**src/rtl/acia6551_fifo.sv**
```systemverilog
`default_nettype none
// +----------------------------------------------------------------------------+
// | Module      : acia6551_fifo                                                |
// | Description : 6551-compatible ACIA with an async 8N1 transmitter and       |
// |               receiver, a 6551 baud-rate table and RX/TX byte FIFOs.       |
// |               Produces an active-high IRQ for the CPU interrupt line.      |
// | Ports       : clk       system clock                                       |
// |               reset     asynchronous active-low reset                      |
// |               addr      register select (0 data, 1 status, 2 cmd, 3 ctrl)  |
// |               strobe    chip select, high for the whole CPU access         |
// |               we        write qualifier, valid while strobe is high        |
// |               data_in   CPU write data                                     |
// |               data_out  read data, combinational from addr                 |
// |               rxd       asynchronous serial input                          |
// |               txd       serial output, idles high                          |
// |               irq       interrupt request, active high                     |
// | Revision    : 1.0  initial release                                         |
// +----------------------------------------------------------------------------+

module acia6551_fifo #(
  parameter int CLK_HZ   = 42954540,
  parameter int RX_DEPTH = 16,
  parameter int TX_DEPTH = 4
) (
  input  logic       clk,
  input  logic       reset,
  input  logic [1:0] addr,
  input  logic       strobe,
  input  logic       we,
  input  logic [7:0] data_in,
  output logic [7:0] data_out,
  input  logic       rxd,
  output logic       txd,
  output logic       irq
);

  // Slowest rate (50 baud) sets the divider width.
  localparam int c_DIV_W = $clog2(CLK_HZ / 800 + 2);
  localparam int c_RAW   = $clog2(RX_DEPTH);
  localparam int c_TAW   = $clog2(TX_DEPTH);

  typedef enum logic [1:0] {
    S_IDLE  = 2'd0,
    S_START = 2'd1,
    S_DATA  = 2'd2,
    S_STOP  = 2'd3
  } state_t;

  // Baud rates scaled by 100 so the two fractional rates stay exact.
  function automatic longint f_baud100(input int sel);
    case (sel)
      1:       return 64'd5000;
      2:       return 64'd7500;
      3:       return 64'd10992;
      4:       return 64'd13458;
      5:       return 64'd15000;
      6:       return 64'd30000;
      7:       return 64'd60000;
      8:       return 64'd120000;
      9:       return 64'd180000;
      10:      return 64'd240000;
      11:      return 64'd360000;
      12:      return 64'd480000;
      13:      return 64'd720000;
      14:      return 64'd960000;
      15:      return 64'd1920000;
      default: return 64'd0;
    endcase
  endfunction

  // round(CLK_HZ / (16 * baud)) in integer arithmetic.
  function automatic longint f_div(input int sel);
    longint b;
    b = f_baud100(sel);
    if (b == 0) return 64'd1;
    return (longint'(CLK_HZ) * 100 + 8 * b) / (16 * b);
  endfunction

  logic [c_DIV_W-1:0] w_div_tab [16];
  for (genvar g = 0; g < 16; g++) begin : g_div_tab
    localparam longint c_D = (f_div(g) < 1) ? 64'd1 : f_div(g);
    assign w_div_tab[g] = c_DIV_W'(c_D);
  end

  // ---------------------------------------------------------------- bus
  logic       r_stb, r_a_we;
  logic [1:0] r_a_addr;
  logic [7:0] r_a_data;
  logic       w_commit, w_rd0, w_wr0, w_prst, w_cmd_wr, w_ctrl_wr;

  always_ff @(posedge clk or negedge reset) begin
    if (!reset) begin
      r_stb    <= 1'b0;
      r_a_we   <= 1'b0;
      r_a_addr <= 2'd0;
      r_a_data <= 8'h00;
    end else begin
      r_stb <= strobe;
      if (strobe) begin
        r_a_we   <= we;
        r_a_addr <= addr;
        r_a_data <= data_in;
      end
    end
  end

  // One side effect per access, taken on the trailing edge of strobe.
  assign w_commit  = r_stb & ~strobe;
  assign w_rd0     = w_commit & ~r_a_we & (r_a_addr == 2'd0);
  assign w_wr0     = w_commit &  r_a_we & (r_a_addr == 2'd0);
  assign w_prst    = w_commit &  r_a_we & (r_a_addr == 2'd1);
  assign w_cmd_wr  = w_commit &  r_a_we & (r_a_addr == 2'd2);
  assign w_ctrl_wr = w_commit &  r_a_we & (r_a_addr == 2'd3);

  logic [7:0] r_cmd, r_ctrl;

  always_ff @(posedge clk or negedge reset) begin
    if (!reset) begin
      r_cmd  <= 8'h00;
      r_ctrl <= 8'h00;
    end else begin
      if (w_cmd_wr)    r_cmd      <= r_a_data;
      else if (w_prst) r_cmd[4:0] <= 5'd0;
      if (w_ctrl_wr)   r_ctrl     <= r_a_data;
    end
  end

  // ------------------------------------------------------- baud generator
  logic [c_DIV_W-1:0] r_bcnt, w_div;
  logic               r_tick, w_run;

  assign w_div = w_div_tab[r_ctrl[3:0]];
  assign w_run = (r_ctrl[3:0] != 4'd0);

  // r_tick is a one-clk pulse every w_div clocks (16x the bit rate).
  always_ff @(posedge clk or negedge reset) begin
    if (!reset) begin
      r_bcnt <= '0;
      r_tick <= 1'b0;
    end else if (w_ctrl_wr || !w_run) begin
      r_bcnt <= '0;
      r_tick <= 1'b0;
    end else if (r_bcnt >= w_div - c_DIV_W'(1)) begin
      r_bcnt <= '0;
      r_tick <= 1'b1;
    end else begin
      r_bcnt <= r_bcnt + c_DIV_W'(1);
      r_tick <= 1'b0;
    end
  end

  // ------------------------------------------------------------ RX FIFO
  logic [7:0]   r_rxq [RX_DEPTH];
  logic [c_RAW:0] r_rx_wp, r_rx_rp;
  logic         w_rx_empty, w_rx_full, w_rx_do_pop, w_rx_do_push, w_rx_push;
  logic [7:0]   w_rx_head, r_rx_last, r_rx_sh;

  assign w_rx_empty   = (r_rx_wp == r_rx_rp);
  assign w_rx_full    = (r_rx_wp[c_RAW] != r_rx_rp[c_RAW]) &&
                        (r_rx_wp[c_RAW-1:0] == r_rx_rp[c_RAW-1:0]);
  assign w_rx_do_pop  = w_rd0 & ~w_rx_empty;
  assign w_rx_do_push = w_rx_push & (~w_rx_full | w_rx_do_pop);
  assign w_rx_head    = r_rxq[r_rx_rp[c_RAW-1:0]];

  always_ff @(posedge clk or negedge reset) begin
    if (!reset) begin
      r_rx_wp   <= '0;
      r_rx_rp   <= '0;
      r_rx_last <= 8'h00;
    end else begin
      if (w_rx_do_pop) r_rx_last <= w_rx_head;
      if (w_prst) begin
        r_rx_wp <= '0;
        r_rx_rp <= '0;
      end else begin
        if (w_rx_do_push) r_rx_wp <= r_rx_wp + (c_RAW+1)'(1);
        if (w_rx_do_pop)  r_rx_rp <= r_rx_rp + (c_RAW+1)'(1);
      end
    end
  end

  always_ff @(posedge clk) begin
    if (w_rx_do_push) r_rxq[r_rx_wp[c_RAW-1:0]] <= r_rx_sh;
  end

  // ------------------------------------------------------------ TX FIFO
  logic [7:0]   r_txq [TX_DEPTH];
  logic [c_TAW:0] r_tx_wp, r_tx_rp;
  logic         w_tx_empty, w_tx_full, w_tx_pop, w_tx_do_push;
  logic [7:0]   w_tx_head;

  assign w_tx_empty   = (r_tx_wp == r_tx_rp);
  assign w_tx_full    = (r_tx_wp[c_TAW] != r_tx_rp[c_TAW]) &&
                        (r_tx_wp[c_TAW-1:0] == r_tx_rp[c_TAW-1:0]);
  assign w_tx_do_push = w_wr0 & (~w_tx_full | w_tx_pop);
  assign w_tx_head    = r_txq[r_tx_rp[c_TAW-1:0]];

  always_ff @(posedge clk or negedge reset) begin
    if (!reset) begin
      r_tx_wp <= '0;
      r_tx_rp <= '0;
    end else if (w_prst) begin
      r_tx_wp <= '0;
      r_tx_rp <= '0;
    end else begin
      if (w_tx_do_push) r_tx_wp <= r_tx_wp + (c_TAW+1)'(1);
      if (w_tx_pop)     r_tx_rp <= r_tx_rp + (c_TAW+1)'(1);
    end
  end

  always_ff @(posedge clk) begin
    if (w_tx_do_push) r_txq[r_tx_wp[c_TAW-1:0]] <= data_in_q();
  end

  function automatic logic [7:0] data_in_q();
    return r_a_data;
  endfunction

  // ------------------------------------------------------------ RX path
  logic   r_rx_s1, r_rx_s2, r_rx_s3, w_rx_fall;
  state_t r_rx_st, w_rx_st_nxt;
  logic [3:0] r_rx_tk, w_rx_tk_nxt;
  logic [2:0] r_rx_bit, w_rx_bit_nxt;
  logic [7:0] w_rx_sh_nxt;
  logic       w_rx_fe_evt, w_rx_ovr_evt;

  assign w_rx_fall    = r_rx_s3 & ~r_rx_s2;
  assign w_rx_ovr_evt = w_rx_push & w_rx_full & ~w_rx_do_pop;

  always_ff @(posedge clk or negedge reset) begin
    if (!reset) begin
      r_rx_s1  <= 1'b1;
      r_rx_s2  <= 1'b1;
      r_rx_s3  <= 1'b1;
      r_rx_st  <= S_IDLE;
      r_rx_tk  <= 4'd0;
      r_rx_bit <= 3'd0;
      r_rx_sh  <= 8'h00;
    end else begin
      r_rx_s1  <= rxd;
      r_rx_s2  <= r_rx_s1;
      r_rx_s3  <= r_rx_s2;
      r_rx_st  <= w_rx_st_nxt;
      r_rx_tk  <= w_rx_tk_nxt;
      r_rx_bit <= w_rx_bit_nxt;
      r_rx_sh  <= w_rx_sh_nxt;
    end
  end

  always_comb begin
    w_rx_st_nxt  = r_rx_st;
    w_rx_tk_nxt  = r_rx_tk;
    w_rx_bit_nxt = r_rx_bit;
    w_rx_sh_nxt  = r_rx_sh;
    w_rx_push    = 1'b0;
    w_rx_fe_evt  = 1'b0;
    if (w_ctrl_wr) begin
      w_rx_st_nxt = S_IDLE;
    end else begin
      case (r_rx_st)
        S_IDLE: begin
          if (w_rx_fall && r_cmd[0]) begin
            w_rx_st_nxt = S_START;
            w_rx_tk_nxt = 4'd0;
          end
        end
        S_START: begin
          if (r_tick) begin
            w_rx_tk_nxt = r_rx_tk + 4'd1;
            // Eighth tick is mid start bit: a high line here was a glitch.
            if (r_rx_tk == 4'd7) begin
              w_rx_tk_nxt  = 4'd0;
              w_rx_bit_nxt = 3'd0;
              w_rx_st_nxt  = r_rx_s2 ? S_IDLE : S_DATA;
            end
          end
        end
        S_DATA: begin
          if (r_tick) begin
            w_rx_tk_nxt = r_rx_tk + 4'd1;
            if (r_rx_tk == 4'd15) begin
              w_rx_sh_nxt  = {r_rx_s2, r_rx_sh[7:1]};
              w_rx_bit_nxt = r_rx_bit + 3'd1;
              if (r_rx_bit == 3'd7) w_rx_st_nxt = S_STOP;
            end
          end
        end
        S_STOP: begin
          if (r_tick) begin
            w_rx_tk_nxt = r_rx_tk + 4'd1;
            if (r_rx_tk == 4'd15) begin
              w_rx_push   = 1'b1;
              w_rx_fe_evt = ~r_rx_s2;
              w_rx_st_nxt = S_IDLE;
            end
          end
        end
        default: w_rx_st_nxt = S_IDLE;
      endcase
    end
  end

  logic r_ovr, r_fe;

  always_ff @(posedge clk or negedge reset) begin
    if (!reset) begin
      r_ovr <= 1'b0;
      r_fe  <= 1'b0;
    end else begin
      if (w_rd0 || w_prst) begin
        r_ovr <= 1'b0;
        r_fe  <= 1'b0;
      end
      if (w_rx_ovr_evt) r_ovr <= 1'b1;
      if (w_rx_fe_evt)  r_fe  <= 1'b1;
    end
  end

  // ------------------------------------------------------------ TX path
  state_t     r_tx_st, w_tx_st_nxt;
  logic [3:0] r_tx_tk, w_tx_tk_nxt;
  logic [2:0] r_tx_bit, w_tx_bit_nxt;
  logic [7:0] r_tx_sh, w_tx_sh_nxt;
  logic       w_tx_line;

  always_ff @(posedge clk or negedge reset) begin
    if (!reset) begin
      r_tx_st  <= S_IDLE;
      r_tx_tk  <= 4'd0;
      r_tx_bit <= 3'd0;
      r_tx_sh  <= 8'h00;
    end else begin
      r_tx_st  <= w_tx_st_nxt;
      r_tx_tk  <= w_tx_tk_nxt;
      r_tx_bit <= w_tx_bit_nxt;
      r_tx_sh  <= w_tx_sh_nxt;
    end
  end

  always_comb begin
    w_tx_st_nxt  = r_tx_st;
    w_tx_tk_nxt  = r_tx_tk;
    w_tx_bit_nxt = r_tx_bit;
    w_tx_sh_nxt  = r_tx_sh;
    w_tx_pop     = 1'b0;
    if (w_ctrl_wr || w_prst) begin
      w_tx_st_nxt = S_IDLE;
    end else begin
      case (r_tx_st)
        S_IDLE: begin
          if (!w_tx_empty && w_run) begin
            w_tx_pop    = 1'b1;
            w_tx_sh_nxt = w_tx_head;
            w_tx_tk_nxt = 4'd0;
            w_tx_st_nxt = S_START;
          end
        end
        S_START: begin
          if (r_tick) begin
            w_tx_tk_nxt = r_tx_tk + 4'd1;
            if (r_tx_tk == 4'd15) begin
              w_tx_bit_nxt = 3'd0;
              w_tx_st_nxt  = S_DATA;
            end
          end
        end
        S_DATA: begin
          if (r_tick) begin
            w_tx_tk_nxt = r_tx_tk + 4'd1;
            if (r_tx_tk == 4'd15) begin
              w_tx_sh_nxt  = {1'b1, r_tx_sh[7:1]};
              w_tx_bit_nxt = r_tx_bit + 3'd1;
              if (r_tx_bit == 3'd7) w_tx_st_nxt = S_STOP;
            end
          end
        end
        S_STOP: begin
          if (r_tick) begin
            w_tx_tk_nxt = r_tx_tk + 4'd1;
            if (r_tx_tk == 4'd15) begin
              // Chain straight into the next start bit when data is waiting.
              if (!w_tx_empty && w_run) begin
                w_tx_pop    = 1'b1;
                w_tx_sh_nxt = w_tx_head;
                w_tx_st_nxt = S_START;
              end else begin
                w_tx_st_nxt = S_IDLE;
              end
            end
          end
        end
        default: w_tx_st_nxt = S_IDLE;
      endcase
    end
  end

  always_comb begin
    w_tx_line = 1'b1;
    case (r_tx_st)
      S_START: w_tx_line = 1'b0;
      S_DATA:  w_tx_line = r_tx_sh[0];
      default: w_tx_line = 1'b1;
    endcase
  end

  // Echo masks the transmitter without stopping it.
  assign txd = r_cmd[4] ? r_rx_s2 : w_tx_line;

  // ---------------------------------------------------------- IRQ/status
  logic       r_irq;
  logic [7:0] w_status;

  always_ff @(posedge clk or negedge reset) begin
    if (!reset) r_irq <= 1'b0;
    else        r_irq <= (~w_rx_empty & r_cmd[0] & ~r_cmd[1]) |
                         (~w_tx_full & (r_cmd[3:2] == 2'b01));
  end

  assign irq      = r_irq;
  assign w_status = {r_irq, 1'b0, 1'b0, ~w_tx_full, ~w_rx_empty, r_ovr, r_fe, 1'b0};

  always_comb begin
    data_out = 8'h00;
    case (addr)
      2'd0: data_out = w_rx_empty ? r_rx_last : w_rx_head;
      2'd1: data_out = w_status;
      2'd2: data_out = r_cmd;
      2'd3: data_out = r_ctrl;
      default: data_out = 8'h00;
    endcase
  end

endmodule

`default_nettype wire

```
**config.mk**
```make
export PLATFORM = sky130hd
export DESIGN_NAME = acia6551_fifo
export DESIGN_NICKNAME = d
export VERILOG_FILES = /design/src/rtl/acia6551_fifo.sv
export SDC_FILE = /design/constraint.sdc
export NUM_CORES = 1
export LEC_CHECK = 0
export CAP_MARGIN = 25
export CORE_MARGIN = 1
export CORE_UTILIZATION = 47
export CTS_BUF_LIST = sky130_fd_sc_hd__clkbuf_8
export DETAILED_ROUTE_END_ITERATION = 8
export DONT_BUFFER_PORTS = 1
export PLACE_DENSITY_LB_ADDON = 0.05
export SYNTH_ARGS = -nofsm -noshare
export SYNTH_HDL_FRONTEND = slang
export SYNTH_SLANG_ARGS = --single-unit
```
**constraint.sdc**
```tcl
create_clock -name clk -period 9.65 [get_ports clk]
set_clock_uncertainty 0.05 [all_clocks]
set_input_delay 0.965 -clock clk [delete_from_list [all_inputs] [get_ports clk]]
set_output_delay 0.965 -clock clk [all_outputs]
set_load 0.01 [all_outputs]
```
* Word level (Yosys, flattened, before mapping) *
Memory sizes are Yosys's and may differ from the RTL's.
Index checks and enable logic that the tools add are counted.

storage, ports and cells
  ROM bits = 256
  memories kept = 3
  output and inout bits = 10
  word-level logic and storage cells = 248
  bits of input ports = 15
  RAM bits = 160
  register bits after elaboration = 109

memories
  name             words  bits a word  rd ports  clocked after Yosys merged registers in  wr ports  line  source
  (no name shown)  16     16           1         0                                        0         132   assign w_div = w_div_tab[r_ctrl[3:0]];
  r_rxq            16     8            1         0                                        1         153   logic [7:0] r_rxq [RX_DEPTH];
  r_txq            4      8            1         0                                        1         187   logic [7:0] r_txq [TX_DEPTH];

cells by class
  bitwise logic cells = 31
  reductions and logical operators = 34
  equality and inequality tests = 54
  add/sub/neg operators = 10
  muxes and demuxes = 86
  magnitude comparators = 2

operators with widths
  kind                                                count
  two-way mux 16 bit                                  4
  two-way mux 8 bit                                   6
  inequality test 3 bit, second input constant        16
  two-way mux 2 bit                                   19
  two-way mux 3 bit                                   12
  one-hot mux 8 bit (4 select lines)                  1
  two-way mux 5 bit                                   6
  two-way mux 4 bit                                   6
  inequality test 2 bit, second input constant        12
  one-hot mux 8 bit (3 select lines)                  1
  two-way mux 1 bit                                   23
  AND reduction 6 bit                                 3
  nonzero test 2 bit                                  9
  AND 1 bit                                           17
  adder 16 x 1 -> 16 bit, second input constant       1
  == test 2 bit, second input constant                8
  greater-or-equal comparator 16 bit                  1
  one-hot mux 2 bit (4 select lines)                  2
  AND reduction 8 bit                                 2
  subtractor 16 x 1 -> 16 bit, second input constant  1
  adder 3 x 1 -> 3 bit, second input constant         4
  one-hot mux 3 bit (2 select lines)                  2
  one-hot mux 4 bit (3 select lines)                  1
  adder 5 x 1 -> 5 bit, second input constant         2
  27 further kinds                                    58

* Depth between registers and ports, before layout *
  depth in word-level cells = 12
  depth in mapped cells = 18
  gate-level depth less buffers = 15

* Worst setup path after synthesis *
Ideal clock, no wire load.

  kind = register -> register
  start point = register r_ctrl[1]
  end point = register r_bcnt[10]
  slack = 5578 ps
  library setup time = 86 ps
  data required time = 9514 ps
  clock period less this slack = 4072 ps
  arrival time = 3936 ps
  cell stages (with the launch flop) = 19
  buffers on the path = 3
  cells stage by stage = dfrtp_1 -> buf_2 -> inv_1 -> ha_1 -> inv_1 -> mux4_2 -> nor4_1 -> nor2b_1 -> o21ai_0 -> xor2_1 -> ha_1 -> a21o_1 -> nand3_1 -> nand3_1 -> a41o_1 -> a221o_1 -> clkbuf_1 -> clkbuf_1 -> nor3_1

between the ends
  word-level cells in the longest chain between the ends = 8
  elaborated cells between the ends (all ways) = 11
  those cells by class = add/sub (1); order compare (1); mux (4); bitwise (1); reduce/logical (3); memory (1)

RTL lines
  what                                                   line  source
  start, declared                                        115   logic [7:0] r_cmd, r_ctrl;
  start signal, assigned                                 124   if (w_ctrl_wr) r_ctrl <= r_a_data;
  NOT 4 -> 5 bit (implied by the code)                   132
  memory read (16 x 16 bit)                              --
  two-way mux 16 bit (implied by the code) (2 in a row)  132
  subtractor 16 x 1 -> 16 bit                            143   end else if (r_bcnt >= w_div - c_DIV_W'(1)) begin
  greater-or-equal comparator 16 bit                     143
  two-way mux 16 bit                                     143
  two-way mux 16 bit *                                   140   end else if (w_ctrl_wr || !w_run) begin
  end signal, assigned                                   147   r_bcnt <= r_bcnt + c_DIV_W'(1);
  end, declared                                          129   logic [c_DIV_W-1:0] r_bcnt, w_div;

Mark *: on every way between the ends. The rest lies on a longest branch, timed or not. The select of a mux whose other input is x is not followed.
A chain may end at the register's enable or synchronous reset.

* Worst setup path in the final report *
  start point = register r_ctrl[1]
  end point = register r_bcnt[5]

Same word-level chain as after synthesis.

==> summary.md <==
| Metric | Value |
|---|---|
| CP max FO | `17` |
| Sw Share | `0.336` |
| Initial antenna violation count | `0` |
| Crit-path cells | `inv_1 -> ha_1 -> inv_1 -> mux4_2 -> nor4_1 -> nor2b_1 -> o21ai_0 -> xor2_1 -> ha_1 -> a21o_1 -> nand3_1 -> nand3_1 -> a41o_1 -> a221o_1 -> nor3_1` |
| DR vias | `roughly 7.6k` |
| Worst reg-to-reg path cell count | `15` |
| Syn Area/Cell | `13.4 sq um` |
| Slew @ Worst Pin | `0.957 ns` |
| Hold-fix buffers, CTS | `0` |
| Port buffer count | `0` |
| Status | `finished with violations` |
| Ys flop type | `edfxtp_1` |
| Skew-Pair Late Insertion Delay | `0.57 ns` |
| Postcts setup bufs | `0` |
| Pins over their slew limit | `0` |
| Max stage delay on crit path | `0.55 ns` |
| Met1 Track Usage GR | `0.273` |
| First-pass GRT wire length | `around 45 mm` |
| Crit. End Element | `register` |
| # setup viols final | `0` |
| Tcrit/Tclk final | `0.477` |
| Clock group share of total power | `0.291` |
| GR Util met3 | `0.0315` |
| TritonCTS Buffers | `47` |
| Switching power | `1160 uW` |
| Crit start category | `register` |
| Detailed Place HPWL | `18.7 mm` |
| DIE AREA | `27500 sq um` |
| Synth warn | `0` |
| Clock Sinks | `269` |
| GR Overflow Total | `0` |
| Cell count after synthesis | `945` |
| Mapped Area | `12600 sq um` |
| GR Util All Layers | `0.212` |
| Vias in the first global route | `roughly 8k` |
| Core footprint | `26200 sq um` |
| Root buf cell | `clkbuf_8` |
| PostCTS Resize Cnt | `0` |
| Final antenna-violating net count | `0` |
| Critical Setup Path Class | `reg -> reg` |
| Synth cell types | `71` |
| Max Cap Viol | `0` |
| Drc violations | `1` |
| Share of power burned in registers | `0.427` |
| Diode count | `0` |
| Setup repair after global routing missed its margin | `false` |
| Final nets | `a little over 1k` |
| Initial core utilization | `0.482` |
| Failing checks | `DRC` |
| Wire per inst | `between 20 and 25 um` |
| Final WL | `27.9 mm` |
| Final hold vios | `0` |
| Crit path required time | `10.04 ns` |
| Clock-pin slew on the worst setup and hold paths | `0.06 ns` |
| DIE WIDTH | `166 um` |
| Worst vdd ir | `0.000115 V` |
| Crit path arrival time | `4.99 ns` |
| DRT Pass-1 Iters | `7` |
| Post-placement setup slack | `about 5.1 ns` |
| WP depth | `15` |
| CP top delay family | `simple AND/OR/NAND/NOR gates` |
| Largest net degree at the start of global routing | `110` |
| Logic pwr share | `0.282` |
| FMAX | `0.217 GHz` |
| Post-synth EDFFs | `160` |
| PD cells | `249 nW/um^2` |
| Setup_tns | `0 ns` |
| Routing usage on met2 | `0.368` |
| Chip height | `166 um` |
| Relative slew slack | `0.360` |
| Synthesis-to-finish area growth | `9.79%` |
| Rows | `59` |
| Grt peak-use layer | `met2` |
| Worst path bufs/invs | `2` |
| CTS HTree Levels | `2` |
| Static Leak | `0.00564 uW` |
| Initial DRC Count | `548` |
| Class of the worst hold path | `in -> async` |
| Crit-path slowest cell | `a221o_1` |
| Layout cell share with drive strength beyond 1 | `0.169` |
| Setup WS post-layout | `just over 5 ns` |
| Ys async rst share | `0.405` |
| Sequential fraction of the synthesis area | `0.597` |
| Int Power | `2290 uW` |
| Min Clock Period, post-route | `4.61 ns` |
| Max Root-Sink Buffers | `3` |
| CTS tree | `yes` |
| Via density | `5.76` |
| Synthesized flop and latch total | `269` |
| Routability cong. | `0.920` |
| Io pins | `25` |
| Syn Nets | `1006` |
==> sequential cells by signal, indices dropped and copies added, names as in the netlist, 4 cells and up <==
signal	flops
r_txq	32
r_tx_tk	4
r_cmd	8
r_ctrl	8
r_rx_wp	5
r_rx_rp	5
r_rxq	128
r_tx_sh	8
r_rx_last	8
r_rx_tk	4
r_rx_sh	8
r_a_data	8
r_bcnt	16
==> per-stage QoR <==
stage	cell area (sq um)	hold WS, ns	cells	power (uW)	utilization
6_report	13900	0.0587	1326	3450	0.529
5_1_grt	13900	0.0311	1326	3680	0.529
4_1_cts	13800	0.0186	1323	3490	0.528
3_5_place_dp	12900	0.298	1238	2470	0.492
3_3_place_gp	12900	0.297	1235	2430	0.491
2_1_floorplan	12600	0.295	945	2240	-
==> metal layers <==
layer | vias to the layer above | wire length, um
li1 | 3558 | -
met1 | 3865 | 12000
met2 | 158 | 14100
met3 | 52 | 1080
met4 | 0 | 709
met5 | - | 0
==> cell type report <==
| class | instances | area (sq um) |
|---|---|---|
| Inverter | 26 | 97.6 |
| Multi-Input combinational cell | 602 | 4790 |
| Clock inverter | 29 | 160 |
| Clock buffer | 56 | 771 |
| Fill cell | 2191 | 12300 |
| Tap cell | 335 | 419 |
| Timing Repair Buffer | 9 | 86.3 |
| Sequential cell | 269 | 7540 |
==> placed cells by master (no fill, tap or decap), drive strengths merged, types with 5 or more instances in the layout <==
cell type,instances
buf,9
mux4,43
ha,46
a22o,5
and2,8
dfrtp,106
o21ai,53
mux2,33
clkbuf,56
nand2b,12
a31oi,7
clkinv,7
xnor2,25
edfxtp,160
nand4,8
nor3,31
mux2i,24
a21oi,32
nor2b,16
inv,46
nor2,53
nand2,88
xor2,17
a211oi,11
nand3,23
nor4,6
o31ai,5
a21o,5
==> Yosys cell counts, types with 2 or more instances <==
cell        n  share of area
buf_6       3         0.0027
a22oi_1     3         0.0018
buf_2      12         0.0048
inv_1      25         0.0074
dfstp_2     3         0.0062
a41oi_1     2         0.0014
o21ai_0    53          0.021
nand2_1    88          0.026
nand2b_1   12         0.0059
o221ai_1    2         0.0014
nand3_1    23         0.0091
a32o_1      2         0.0016
nor3_1     31          0.012
mux4_2     43          0.077
o31ai_1     4         0.0024
clkbuf_1   27         0.0080
nor4_1      5         0.0025
a21oi_1    31          0.012
a21o_1      5         0.0030
mux2i_1    24          0.019
a211oi_1   10         0.0059
or2_2       2        0.00099
edfxtp_1  160           0.38
and3_1      3         0.0015
dfrtp_1   106           0.21
nor3b_1     3         0.0018
a22o_1      5         0.0035
a31oi_1     7         0.0035
a221o_1     3         0.0024
nand4_1     8         0.0040
ha_1       46          0.046
or3_1       4         0.0020
buf_1       5         0.0015
nor2_1     53          0.016
xor2_1     17          0.012
xnor2_1    25          0.017
o32ai_1     2         0.0014
mux2_2     33          0.029
nor2b_1    16         0.0079
and2_1      8         0.0040
==> power groups by stage <==
stage                     sequential [uW]  clock, uW  combinational, uW
after detailed placement             1500          0                973
after global routing                 1500       1090               1090
after global placement               1490          0                942
final                                1480       1000                974
after CTS                            1480       1030                980
after floorplan                      1400          0                835
==> final timing paths <==
kind | from | endpoint | slack (ns)
min reg2reg | r_rx_s1 | r_rx_s2 | 0.31
min | reset | r_rx_last[0] | 0.06
min in group clk | r_rx_s1 | r_rx_s2 | 0.31
max in group asynchronous | reset | r_rx_s3 | 9.20
max reg2reg | r_ctrl[1] | r_bcnt[5] | 5.04
max | r_ctrl[1] | r_bcnt[5] | 5.04
==> cells by family after synthesis <==
kind of cell / Yosys count / share of synthesized area
flops: 269 / 0.597
mux: 100 / 0.125
compound gates: 147 / 0.0758
fa+ha+maj: 46 / 0.0456
xor+xnor: 42 / 0.0291
simple gates: 267 / 0.102
buf+inv: 74 / 0.0253
No activity file was read; power rests on OpenSTA's default activity.
